**src/rtl/stream_demux16_if.sv**
```systemverilog
// Handshake bundle for stream_demux16: one input stream and two output ports.
// STREAM_DEMUX_CNT_EN adds the per-port 8-bit transfer counters.
interface stream_demux16_if #(
    parameter int WIDTH = 16
);
    logic             in_valid;
    logic             in_ready;
    logic [WIDTH-1:0] in_data;
    logic             sel;
    logic             a_valid;
    logic             a_ready;
    logic [WIDTH-1:0] a_data;
    logic             b_valid;
    logic             b_ready;
    logic [WIDTH-1:0] b_data;
`ifdef STREAM_DEMUX_CNT_EN
    logic [7:0]       a_count;
    logic [7:0]       b_count;
`endif

    // Producer/consumer side (testbench or surrounding datapath)
    modport master (
        output in_valid, in_data, sel, a_ready, b_ready,
`ifdef STREAM_DEMUX_CNT_EN
        input  a_count, b_count,
`endif
        input  in_ready, a_valid, a_data, b_valid, b_data
    );

    // Demux side
    modport slave (
        input  in_valid, in_data, sel, a_ready, b_ready,
`ifdef STREAM_DEMUX_CNT_EN
        output a_count, b_count,
`endif
        output in_ready, a_valid, a_data, b_valid, b_data
    );
endinterface

```
**src/rtl/stream_demux16.sv**
```systemverilog
// Registered 1:2 stream demux with a one-entry holding register per output port.
// Optional STREAM_DEMUX_CNT_EN adds wrapping 8-bit handshake counters per port.
module stream_demux16 #(
    parameter int WIDTH = 16
) (
    input  logic            clk,
    input  logic            rst_n,
    stream_demux16_if.slave bus
);
    typedef enum logic {
        EMPTY = 1'b0,
        FULL  = 1'b1
    } port_state_e;

    port_state_e      a_state_q, a_state_d;
    port_state_e      b_state_q, b_state_d;
    logic [WIDTH-1:0] a_data_q, a_data_d;
    logic [WIDTH-1:0] b_data_q, b_data_d;
    logic             accept, a_load, b_load, a_take, b_take;

    // in_ready depends only on the selected port's state and its consumer ready.
    assign bus.in_ready = bus.sel ? ((b_state_q == EMPTY) || bus.b_ready)
                                  : ((a_state_q == EMPTY) || bus.a_ready);
    assign accept = bus.in_valid & bus.in_ready;
    assign a_load = accept & ~bus.sel;
    assign b_load = accept &  bus.sel;
    assign a_take = (a_state_q == FULL) & bus.a_ready;
    assign b_take = (b_state_q == FULL) & bus.b_ready;

    always_comb begin
        // NOTE: every output of this block is defaulted first so no latch is inferred.
        a_state_d = a_state_q;
        b_state_d = b_state_q;
        a_data_d  = a_data_q;
        b_data_d  = b_data_q;

        case (a_state_q)
            EMPTY: if (a_load) a_state_d = FULL;
            FULL:  if (a_take && !a_load) a_state_d = EMPTY;
        endcase
        case (b_state_q)
            EMPTY: if (b_load) b_state_d = FULL;
            FULL:  if (b_take && !b_load) b_state_d = EMPTY;
        endcase

        if (a_load) a_data_d = bus.in_data;
        if (b_load) b_data_d = bus.in_data;
    end

    always_ff @(posedge clk or negedge rst_n) begin
        // NOTE: state registers use non-blocking assignments so all flops update together.
        if (!rst_n) begin
            a_state_q <= EMPTY;
            b_state_q <= EMPTY;
            a_data_q  <= '0;
            b_data_q  <= '0;
        end else begin
            a_state_q <= a_state_d;
            b_state_q <= b_state_d;
            a_data_q  <= a_data_d;
            b_data_q  <= b_data_d;
        end
    end

    assign bus.a_valid = (a_state_q == FULL);
    assign bus.b_valid = (b_state_q == FULL);
    assign bus.a_data  = a_data_q;
    assign bus.b_data  = b_data_q;

`ifdef STREAM_DEMUX_CNT_EN
    logic [7:0] a_count_q, a_count_d;
    logic [7:0] b_count_q, b_count_d;

    assign a_count_d = a_count_q + 8'(a_take);
    assign b_count_d = b_count_q + 8'(b_take);

    always_ff @(posedge clk or negedge rst_n) begin
        if (!rst_n) begin
            a_count_q <= '0;
            b_count_q <= '0;
        end else begin
            a_count_q <= a_count_d;
            b_count_q <= b_count_d;
        end
    end

    assign bus.a_count = a_count_q;
    assign bus.b_count = b_count_q;
`endif
endmodule

```
**src/flat_wrapper.sv**
```systemverilog
// flat-port wrapper written by rule: the top's interface ports become plain ports
module stream_demux16_flat 
#(
    parameter int WIDTH = 16
)
  (clk, rst_n, bus_in_valid, bus_in_data, bus_sel, bus_a_ready, bus_b_ready, bus_in_ready, bus_a_valid, bus_a_data, bus_b_valid, bus_b_data);
  stream_demux16_if #(.WIDTH(WIDTH)) bus_i ();
  input  logic clk;
  input  logic rst_n;
  input wire logic [$bits(bus_i.in_valid)-1:0] bus_in_valid;
  input wire logic [$bits(bus_i.in_data)-1:0] bus_in_data;
  input wire logic [$bits(bus_i.sel)-1:0] bus_sel;
  input wire logic [$bits(bus_i.a_ready)-1:0] bus_a_ready;
  input wire logic [$bits(bus_i.b_ready)-1:0] bus_b_ready;
  output wire logic [$bits(bus_i.in_ready)-1:0] bus_in_ready;
  output wire logic [$bits(bus_i.a_valid)-1:0] bus_a_valid;
  output wire logic [$bits(bus_i.a_data)-1:0] bus_a_data;
  output wire logic [$bits(bus_i.b_valid)-1:0] bus_b_valid;
  output wire logic [$bits(bus_i.b_data)-1:0] bus_b_data;
  assign bus_i.in_valid = bus_in_valid;
  assign bus_i.in_data = bus_in_data;
  assign bus_i.sel = bus_sel;
  assign bus_i.a_ready = bus_a_ready;
  assign bus_i.b_ready = bus_b_ready;
  assign bus_in_ready = bus_i.in_ready;
  assign bus_a_valid = bus_i.a_valid;
  assign bus_a_data = bus_i.a_data;
  assign bus_b_valid = bus_i.b_valid;
  assign bus_b_data = bus_i.b_data;
  stream_demux16 #(.WIDTH(WIDTH)) u_core (.clk(clk), .rst_n(rst_n), .bus(bus_i));
endmodule
```
**config.mk**
```make
export PLATFORM = sky130hd
export DESIGN_NAME = stream_demux16_flat
export DESIGN_NICKNAME = d
export VERILOG_FILES = /design/src/rtl/stream_demux16_if.sv /design/src/rtl/stream_demux16.sv /design/src/flat_wrapper.sv
export SDC_FILE = /design/constraint.sdc
export NUM_CORES = 1
export LEC_CHECK = 0
export ABC_AREA = 0
export BUFFER_PORTS_ARGS = -buffer_cell sky130_fd_sc_hd__buf_2
export CORE_MARGIN = 2
export CORE_UTILIZATION = 46
export CTS_BUF_LIST = sky130_fd_sc_hd__clkbuf_16
export DETAILED_ROUTE_END_ITERATION = 8
export MAX_ROUTING_LAYER = met4
export PLACE_DENSITY = 0.77
export SYNTH_ARGS = -nofsm -noshare
export SYNTH_HDL_FRONTEND = slang
export SYNTH_SLANG_ARGS = --single-unit
```
**constraint.sdc**
```tcl
create_clock -name clk -period 1.55 [get_ports clk]
set_input_delay 0.155 -clock clk [delete_from_list [all_inputs] [get_ports clk]]
set_output_delay 0.155 -clock clk [all_outputs]
set_load 0.02 [all_outputs]
```
After elaboration in Yosys (flattened, before gate mapping) --
Index checks and enable logic that the tools add are counted.
Storage, ports and cells: memory bits (read-only) 0, register bits 34, output and inout bits 35, memory bits (writable) 0, bits in latches 0, logic and storage cells 25, memories kept 0, bits of input ports 22
Cells by class: mux-type cells 7, multiply operators 0, $lt $le $gt $ge 0, reduce and logical (&&, ||, !) cells 6, eq/ne operators 0, divide/modulo/power cells 0, bitwise gates (word level) 8, shift-type cells 0, add/sub/neg operators 0
Operator list (count):
- AND 1 bit | 5
- 2-to-1 mux 1 bit | 5
- case mux 1 bit (2 select lines) | 2
- inverter 1 bit | 3
- logical AND 1 bit | 2
- logical NOT 1 bit | 2
- logical OR 1 bit | 2

Depth between registers and ports, before layout --
depth after elaboration 9, mapped depth 5, depth with buffers taken out 3

Worst setup path after synthesis --
Ideal clock, no wire load.
kind reg-to-reg, start reg u_core.b_state_q, in the netlist u_core.bus.b_valid, end reg u_core.b_data_q[10], in the netlist u_core.bus.b_data[10], data required time 1.425 ns, buffers on the path 1, stages on the path, launching flop included 5, setup slack 0.129 ns, library setup time 0.125 ns, arrival 1.296 ns, clock period less this slack 1.421 ns, cells stage by stage dfrtp_1 nor2b_2 nor2_4 buf_6 mux2_2
On the way: longest elaborated chain between the ends 5
RTL lines:
- from (decl) | RTL line stream_demux16.sv:16 | port_state_e b_state_q, b_state_d;
- from (signal assigned) | RTL line stream_demux16.sv:59 | b_state_q <= b_state_d;
- inverter 1 bit | RTL line stream_demux16.sv:22 | assign bus.in_ready = bus.sel ? ((b_state_q == EMPTY) || bus.b_ready)
- logical OR 1 bit | RTL line stream_demux16.sv:22
- 2-to-1 mux 1 bit | RTL line stream_demux16.sv:22
- AND 1 bit | RTL line stream_demux16.sv:24 | assign accept = bus.in_valid & bus.in_ready;
- AND 1 bit | RTL line stream_demux16.sv:26 | assign b_load = accept & bus.sel;
- to (signal assigned) | RTL line stream_demux16.sv:61 | b_data_q <= b_data_d;
- to (decl) | RTL line stream_demux16.sv:18 | logic [WIDTH-1:0] b_data_q, b_data_d;
Every way passes these cells. A chain may end at the register's enable or synchronous reset.

Final worst setup path --
start reg u_core.b_state_q, in the netlist u_core.bus.b_valid, end reg u_core.b_data_q[5], in the netlist u_core.bus.b_data[5]
The elaborated chain is that of the path after synthesis.

==> results.py <==
metrics = {
    "flow_run": {
        "max_cap_viol_count": 0,
    },
    "cts": {
        "cts_tree": "built",
        "root_buffer": "clkbuf_16",
        "cts_resized": 0,
        "cts_buffer_depth": 2,
        "clk_pin_slew_worst_paths_ns": 0.05,
        "h-tree-depth": 2,
        "cts_buffers": 5,
        "cts_sinks": 34,
        "clk_latency_ns": 0.28,
    },
    "worst_setup_path": {
        "cp.required_ns": 1.71,
        "crit_chain": "nor2b_2, nor2_4, buf_4, mux2_2",
        "critical_path.slowest_cell": "dfrtp_1",
        "cp_slowest_stage_delay_ns": 0.37,
        "startpoint_type": "register",
        "cp_num_buf_inv": 1,
        "critical_path_class": "register to register",
        "crit_fanout": 10,
        "crit_family": "flip-flops",
        "arrival_ns": 1.49,
        "crit_path_end_kind": "register",
    },
    "placed_design": {
        "gp_congestion": 0.793,
        "port_buffers": 56,
        "dp.final_hpwl_um": 1950,
        "place_ws_ns": 0.216,
    },
    "logic_synthesis": {
        "synth_top_cell_area_share_pct": 61.9,
        "synth_area_leader_cell": "dfrtp_1",
        "syn_inst": 79,
        "ys.flop_type": "dfrtp_1",
        "yosys_warnings": 0,
        "yosysMostFrequentCell": "dfrtp_1",
        "yosysSeqAreaShare_pct": 61.9,
        "ys_async_sr_fraction_pct": 100,
        "synth_commonest_cells": "dfrtp_1 (34), mux2_2 (22), mux2_4 (10)",
        "synthDistinctLibCells": 13,
        "synth_area_leaders": "dfrtp_1 (62%), mux2_2 (18%), mux2_4 (11%), nand2b_4 (2.0%), buf_6 (1.6%)",
        "synth_seq_cells": 34,
        "avgSynthCellArea_um2": 17.4,
        "syn_nets": 101,
        "synth_edf_count": 0,
        "netlist_area_mm2": 0.00138,
    },
    "drt": {
        "wirelength_um": 2750,
        "wire_per_inst_um": 15.6,
        "routed_via_density": 4.93,
        "ant_nets": 0,
        "drcViolationCount": 4,
        "vias": 867,
        "first_pass_iters": 6,
        "drt_iter0_drc": 53,
    },
    "outcome": {
        "status": "finished with violations",
        "violations": "design-rule violations",
    },
    "sta": {
        "slew_headroom_pct": 50.6,
        "finalCritPeriodShare_pct": 85.9,
        "timing.hold.ws_ns": 0.120,
        "setup_viol": 0,
        "setup_ws_ns": 0.219,
        "min_period_ns": 1.33,
        "tns_ns": 0,
        "slew_viol_final": 0,
        "fin_skew_ns": 0.00344,
        "rsz0062_at_grt": "no",
        "clock.fmax_mhz": 751,
        "tightest_slew_ns": 0.741,
        "hold_violations": 0,
    },
    "layout": {
        "final_nets": 166,
        "syn2layout_area_growth_pct": 34.8,
        "diodes": 0,
        "drive_above_1_share_pct": 71.0,
    },
    "floorplanning": {
        "dieHeight_um": 58.7,
        "core_mm2": 0.00281,
        "start_util_pct": 49.0,
        "die_area_mm2": 0.00344,
        "ioPinCount": 57,
        "dieWidth_um": 58.7,
        "num_rows": 19,
    },
    "power_and_ir_drop": {
        "leakage_nw": 0.936,
        "ir_drop_uv": 814,
        "power_density_mw_per_mm2": 1550,
    },
    "global_route": {
        "overflow": 0,
        "grt_pass1_wl_um": 4460,
        "grt_pass1_vias": 938,
        "grt_usage_pct": 18.7,
        "grt_antenna_before_repair": 0,
        "grt_max_degree": 35,
    },
    "hold_path": {
        "hp-class": "input port to register",
    },
}
-- where the power goes --
group	internal [W]	switching [W]	total, W
sequential	0.00105	0.0000793	0.00113
combinational	0.000297	0.000367	0.000664
clock	0.000745	0.000344	0.00109
total	0.00209	0.000790	0.00288
-- path summary, 6_finish.rpt --
check,cells after the start,to,startpoint,slack [ns]
setup / recovery,4,u_core.bus.b_data[5],u_core.bus.b_valid,0.22
hold / removal,2,u_core.bus.a_data[10],bus_in_data[10],0.12
setup reg to reg,4,u_core.bus.b_data[5],u_core.bus.b_valid,0.22
hold reg to reg,1,u_core.bus.a_data[13],u_core.bus.a_data[13],0.50
max in group asynchronous,2,u_core.bus.a_valid,rst_n,0.59
min in group asynchronous,2,u_core.bus.a_data[3],rst_n,0.48
-- state kept, by name, indices dropped and copies added (netlist names) --
register,flops
u_core.bus.a_valid,1
u_core.bus.a_data,16
u_core.bus.b_valid,1
u_core.bus.b_data,16
-- per-stage QoR --
stage / power, W / util (%) / instance area (um2) / instances
after floorplan: 0.00156 / - / 1380 / 79
after global placement: 0.00179 / 59.9 / 1680 / 167
after detailed placement: 0.00181 / 59.9 / 1680 / 167
after CTS: 0.00292 / 66.1 / 1850 / 176
after global routing: 0.00300 / 66.1 / 1850 / 176
final: 0.00288 / 66.1 / 1850 / 176
-- metal layers --
metal  wire, um  global-route usage [%]  share of wire (%)
met1       1050                    20.8                 38
met2       1470                    30.0                 53
met3        174                    4.84                6.3
met4         65                    11.4                2.4
met5          0                       -                  0
-- final cells by class --
class	count	area [um2]
Sequential cell	34	851
Multi-Input combinational cell	42	482
Clock buffer	5	125
Fill cell	224	951
Tap cell	31	38.8
Clock inverter	3	37.5
Timing Repair Buffer	61	320
-- cell usage in the layout (no fill, tap or decap) --
master	instances
nor2_4	1
clkbuf_16	5
a21oi_1	1
bufinv_16	1
nand2_1	2
mux2_2	22
buf_4	4
nand2b_1	1
nor2_1	1
buf_2	56
inv_1	2
nor2b_4	1
mux2_4	10
nand2b_4	2
dfrtp_1	34
nor2b_2	1
dlygate4sd3_1	1
-- kinds of logic (layout without fill, tap and decap cells) --
family                 count (synthesis)  in the layout  share of synthesized area, %
DFF                                   34             34                          61.9
muxes                                 32             32                          28.9
AOI/OAI and AO/OA                      1              1                         0.364
buffers and inverters                  3             69                          3.09
and+or+nand+nor                        9              9                          5.73
-- timing repair --
item | 4_1_cts | 5_1_grt
hold buffers | 1 | 0
hold endpoints to repair | 34 | 0
setup buffers | 0 | 0
(Power assumes the default switching activity.)
